`config.mk`:
```
export PLATFORM = sky130hd
export DESIGN_NAME = pipelined_adder
export DESIGN_NICKNAME = d
export VERILOG_FILES = /design/src/rtl/pipelined_adder.sv
export SDC_FILE = /design/constraint.sdc
export NUM_CORES = 1
export LEC_CHECK = 0
export CAP_MARGIN = 20
export CORE_ASPECT_RATIO = 0.7
export CORE_UTILIZATION = 55
export DETAILED_ROUTE_END_ITERATION = 6
export GPL_ROUTABILITY_DRIVEN = 0
export PLACE_DENSITY_LB_ADDON = 0.2
export SETUP_SLACK_MARGIN = 0.5
export SLEW_MARGIN = 20
export SYNTH_ARGS = -nofsm -noshare
export SYNTH_HDL_FRONTEND = slang
export SYNTH_SLANG_ARGS = --single-unit
```
`constraint.sdc`:
```
create_clock -name clk -period 10.15 [get_ports clk]
set_input_delay 2.03 -clock clk [delete_from_list [all_inputs] [get_ports clk]]
set_output_delay 2.03 -clock clk [all_outputs]
set_load 0.05 [all_outputs]
```
`src/rtl/pipelined_adder.sv`:
```
// Carry-pipelined adder: one WIDTH/STAGES-bit slice per stage, valid/ready handshake on both sides.
// Optional signed-overflow output is enabled by defining PIPELINED_ADDER_OVF_EN.
module pipelined_adder #(
  parameter int WIDTH  = 32,
  parameter int STAGES = 4
) (
  input  logic             clk,
  input  logic             rst,
  input  logic             in_valid,
  output logic             in_ready,
  input  logic [WIDTH-1:0] in1,
  input  logic [WIDTH-1:0] in2,
  input  logic             cin,
  output logic             out_valid,
  input  logic             out_ready,
  output logic [WIDTH-1:0] out_sum,
`ifdef PIPELINED_ADDER_OVF_EN
  output logic             out_ovf,
`endif
  output logic             out_cout
);

  localparam int S = WIDTH / STAGES;

  if (WIDTH % STAGES != 0) begin : g_bad_cfg
    $error("pipelined_adder: WIDTH must be a multiple of STAGES");
  end

  logic             adv;
  logic [STAGES:0]  vld_q;
  logic [STAGES:0]  c_q;
  logic [STAGES:0]  c_nxt;
  logic [WIDTH-1:0] a_q   [STAGES];
  logic [WIDTH-1:0] b_q   [STAGES];
  logic [WIDTH-1:0] s_q   [STAGES+1];
  logic [WIDTH-1:0] s_nxt [STAGES+1];
  logic [S:0]       part_sum [STAGES];

  // Level 0 registers the raw operands; level k+1 holds slices 0..k of the sum.
  assign adv       = !vld_q[STAGES] || out_ready;
  assign in_ready  = adv;
  assign out_valid = vld_q[STAGES];
  assign out_sum   = s_q[STAGES];
  assign out_cout  = c_q[STAGES];

  always_comb begin
    s_nxt[0] = '0;
    c_nxt    = '0;
    c_nxt[0] = cin;
    for (int k = 0; k < STAGES; k++) begin
      part_sum[k] = {1'b0, a_q[k][k*S +: S]} + {1'b0, b_q[k][k*S +: S]}
                  + {{S{1'b0}}, c_q[k]};
      s_nxt[k+1]            = s_q[k];
      s_nxt[k+1][k*S +: S]  = part_sum[k][S-1:0];
      c_nxt[k+1]            = part_sum[k][S];
    end
  end

  always_ff @(posedge clk or posedge rst) begin
    if (rst) begin
      vld_q <= '0;
      c_q   <= '0;
      for (int k = 0; k < STAGES; k++) begin
        a_q[k] <= '0;
        b_q[k] <= '0;
      end
      for (int k = 0; k <= STAGES; k++) begin
        s_q[k] <= '0;
      end
    end else if (adv) begin
      vld_q  <= {vld_q[STAGES-1:0], in_valid};
      c_q    <= c_nxt;
      a_q[0] <= in1;
      b_q[0] <= in2;
      for (int k = 1; k < STAGES; k++) begin
        a_q[k] <= a_q[k-1];
        b_q[k] <= b_q[k-1];
      end
      for (int k = 0; k <= STAGES; k++) begin
        s_q[k] <= s_nxt[k];
      end
    end
  end

`ifdef PIPELINED_ADDER_OVF_EN
  logic msb_a_q;
  logic msb_b_q;

  // Operand MSBs leave the last operand level together with the final slice.
  always_ff @(posedge clk or posedge rst) begin
    if (rst) begin
      msb_a_q <= 1'b0;
      msb_b_q <= 1'b0;
    end else if (adv) begin
      msb_a_q <= a_q[STAGES-1][WIDTH-1];
      msb_b_q <= b_q[STAGES-1][WIDTH-1];
    end
  end

  assign out_ovf = (msb_a_q == msb_b_q) && (out_sum[WIDTH-1] != msb_a_q);
`endif

endmodule

```
### After elaboration in Yosys (flattened, before gate mapping)

Index checks and enable logic that the tools add are counted.

* flip-flop bits (word level): 346
* input bits: 69
* word-level logic and storage cells: 24

* add/sub/neg operators: 8
* reductions and logical operators: 2

Operator list (number)
* adder 8 x 8 -> 9 bit: 4
* adder 9 x 1 -> 9 bit: 4
* logical NOT 1 bit: 1
* logical OR 1 bit: 1

### Logic depth before layout (Yosys ltp)

* depth in word-level cells: 2
* gate-level depth with buffers: 7

### Worst setup path after synthesis

Ideal clock, no wire load.

* kind: input-to-output
* start: input port out_ready
* end: output port in_ready
* data arrival time: 2740 ps
* data required time: 8120 ps
* slack: 5380 ps
* stages on the path: 4
* path buffers: 2
* path through: nor2b_4 inv_2 clkbuf_1 buf_2

* cells in the longest elaborated chain, start to end: 1

RTL lines
* start, declared: line 15 `input logic out_ready,`
* logical OR 1 bit: line 40 `assign adv = !vld_q[STAGES] || out_ready;`
* end, declared: line 10 `output logic in_ready,`

Every way passes these cells.

### Worst setup path after layout

Ends and elaborated chain as after synthesis.

==> flow_summary.json <==
{
  "grt_antenna_before_repair": 0,
  "drv_slew": 0,
  "avgRoutedWirePerCell_um": 12.6,
  "die_h_um": 119,
  "setup_violations": 0,
  "worstSkewPairLatency_ns": 0.51,
  "grt_pass1_wl_um": 34400,
  "syn_area_mm2": 0.0108,
  "slew_headroom_pct": 30.8,
  "cp-start-kind": "input port",
  "tightest_slew_ns": 1.04,
  "clock.fmax_mhz": 153,
  "routed_wl_um": 19700,
  "fp.dieW_um": 169,
  "syn_area_per_cell_um2": 9.01,
  "p_int_mw": 2.64,
  "combPwrFrac_pct": 39.8,
  "power_density_mw_per_mm2": 337,
  "critPathArrivalTime_ns": 4.50,
  "fin_cells": 1556,
  "power_mw": 4.28,
  "r2r_setup_slack_ns": 7.36,
  "reg2reg_depth": 6,
  "syn_nets": 1300,
  "hold_path_class": "reg2reg",
  "nNetsFinal": 1379,
  "viasPerCell": 4.97,
  "drcViolationCount": 0,
  "rsz0062_at_grt": "false",
  "yosys.cell_types.count": 40,
  "crit_start": "out_ready",
  "dieArea_mm2": 0.0201,
  "holdWs_ns": 0.460,
  "synth_warnings": 0,
  "skew_ns": 0.0140,
  "rows": 42,
  "syn_to_final_growth_pct": 18.2,
  "switching_share_pct": 38.5,
  "dr.pass1.iters": 4,
  "tritoncts": "built",
  "hpwl_um": 12300,
  "cts_hold_buffers": 0,
  "hold_viol": 0,
  "final.min_clock_period_ns": 6.53,
  "cts_max_path_buffers": 3,
  "r2r-start": "vld_q[4]$_DFFE_PP0P_",
  "ioPinCount": 104,
  "cp-end-kind": "output port",
  "cts_root_buf": "clkbuf_16",
  "dp.cells": 1512,
  "synth_top_cell_area_share_pct": 58.1,
  "ctsHtreeMaxLevel": 1,
  "cap_violations": 0,
  "cts.sink_count": 250,
  "post-cts-setup-buffers": 0,
  "vias": 7727,
  "irDropWorstVdd_mv": 0.193,
  "synthTopCellsByArea": "dfrtp_1, nand2_1, ha_1",
  "grt_max_degree": 115,
  "pwr-share-seq_pct": 39.1,
  "p_leak_nw": 6.48,
  "drive_above_1_share_pct": 3.95,
  "netlist.top_cell.by_area": "dfrtp_1",
  "antennaDiodeCount": 0,
  "fin_tns_setup_ns": 0,
  "portBuffers": 103,
  "drt_iter0_markers": 562,
  "synth-seq-area-share_pct": 58.1,
  "crit_required_ns": 8.12,
  "netlist_instances": 1195,
  "grt_pass1_vias": 7455,
  "ant_nets": 0,
  "timing.rr.end": "c_q[1]$_DFFE_PP0P_",
  "cts_buffers": 24,
  "clkSlewWorstSetupHoldPaths_ns": 0.07,
  "initial_core_util_pct": 56.6,
  "p_switching_mw": 1.65,
  "crit_fanout": 95,
  "crit_type": "in2out",
  "post_cts_resized": 0,
  "crit_end": "in_ready",
  "pwr-share-clk_pct": 21.1,
  "fin_crit_sh_pct": 64.3,
  "overflow": 0,
  "run_status": "complete, no violations",
  "grtUsageTotal_pct": 20.6,
  "ys_seq_elements": 250,
  "core_mm2": 0.0190
}
==> worst max-delay path, stage by stage <==
cell             delay (ns)
clkdlybuf4s50_1        0.50
nor2b_4                0.04
buf_4                  0.34
inv_6                  0.59
clkdlybuf4s50_1        0.93
==> per-layer routing <==
layer  global-route usage [%]  routed length (um)  vias up  share of wire, %
li1                         -                   -     3972                 -
met1                     30.1                9630     3636                49
met2                     32.6                9050       96                46
met3                     3.36                 655       23               3.3
met4                     4.45                 348        0               1.8
met5                        0                   0        -                 0
==> synthesized netlist by cell type <==
master / instances
or4b_1: 1
o21ai_0: 30
buf_4: 2
o21bai_1: 7
nor2_1: 8
nand3_1: 3
xor2_1: 1
o2111ai_1: 1
nand2_1: 675
fa_1: 8
dfrtp_1: 250
o211ai_1: 1
a221o_1: 1
inv_1: 7
mux2i_1: 7
nor2b_1: 1
a211oi_1: 17
a21oi_1: 7
inv_2: 1
xnor2_1: 3
o31ai_1: 5
ha_1: 28
and3_1: 2
or3_1: 3
nand2b_1: 5
a221oi_1: 5
or2_2: 1
nor4_1: 3
o31a_1: 5
nor3b_1: 18
o22a_1: 2
o21a_1: 6
nor3_1: 12
buf_2: 48
a211oi_2: 2
clkbuf_1: 7
nor2b_4: 1
nor4b_1: 2
a211o_1: 1
a21o_1: 8
==> metrics by stage <==
stage | cell area (um^2) | utilization, % | setup slack, ns
detailed placement | 11900 | 62.6 | 3.63
CTS | 12700 | 66.9 | 3.62
finish | 12700 | 66.9 | 3.62
global placement | 11900 | 62.6 | 3.62
floorplan | 10800 | - | 1.25
global route | 12700 | 66.9 | 3.51
==> cell families (layout without fill, tap and decap cells) <==
logic type | after synthesis | after routing | synth area share (%)
simple gates | 735 | 735 | 27.0
flops | 250 | 250 | 58.1
compound gates | 98 | 98 | 6.25
buf+inv | 65 | 162 | 2.89
fa+ha+maj | 36 | 36 | 4.74
mux | 7 | 7 | 0.651
xor+xnor | 4 | 4 | 0.325
==> power by group through the flow <==
stage               clock network [mW]  registers (mW)  logic [mW]
global placement                     0            1.68        1.66
detailed placement                   0            1.69        1.71
finish                           0.903            1.67        1.70
floorplan                            0            1.86        1.11
global route                     0.966            1.73        1.93
CTS                              0.927            1.68        1.72
==> final cells by class <==
| class | instances | area, um^2 |
|---|---|---|
| Inverter | 8 | 42.5 |
| Multi-Input combinational cell | 880 | 4200 |
| Fill cell | 1610 | 6300 |
| Clock buffer | 36 | 717 |
| Sequential cell | 250 | 6260 |
| Clock inverter | 8 | 92.6 |
| Timing Repair Buffer | 110 | 1080 |
| Tap cell | 264 | 330 |
==> registers in the layout, summed over array words and instances (netlist names) <==
signal	flops
c_q	5
a_q	80
s_nxt	48
out_sum	32
vld_q	5
b_q	80
==> worst min-delay path by stage <==
stage | from | end | depth (start not counted)
after CTS | a_q[114]$_DFFE_PP0P_ | a_q[114]$_DFFE_PP0P_ | 2
after floorplan | vld_q[3]$_DFFE_PP0P_ | vld_q[3]$_DFFE_PP0P_ | 2
final | b_q[62]$_DFFE_PP0P_ | b_q[30]$_DFFE_PP0P_ | 2
after detailed placement | out_sum[11]$_DFFE_PP0P_ | out_sum[11]$_DFFE_PP0P_ | 2
after global placement | vld_q[3]$_DFFE_PP0P_ | vld_q[3]$_DFFE_PP0P_ | 2
after global routing | out_sum[15]$_DFFE_PP0P_ | out_sum[15]$_DFFE_PP0P_ | 2
==> layout by cell type (no fill, tap or decap), types with 3 or more instances in the layout <==
cell type	count
a211oi_1	17
a21o_1	8
a21oi_1	7
a221oi_1	5
buf_4	7
clkbuf_1	6
clkbuf_16	25
clkbuf_8	5
clkdlybuf4s50_1	103
clkinv_2	5
dfrtp_1	250
fa_1	8
ha_1	28
inv_1	6
mux2i_1	7
nand2_1	675
nand2b_1	5
nand3_1	3
nor2_1	8
nor3_1	12
nor3b_1	18
nor4_1	3
o21a_1	6
o21ai_0	30
o21bai_1	7
o31a_1	5
o31ai_1	5
or3_1	3
xnor2_1	3
Power figures use the tool's default switching activity.
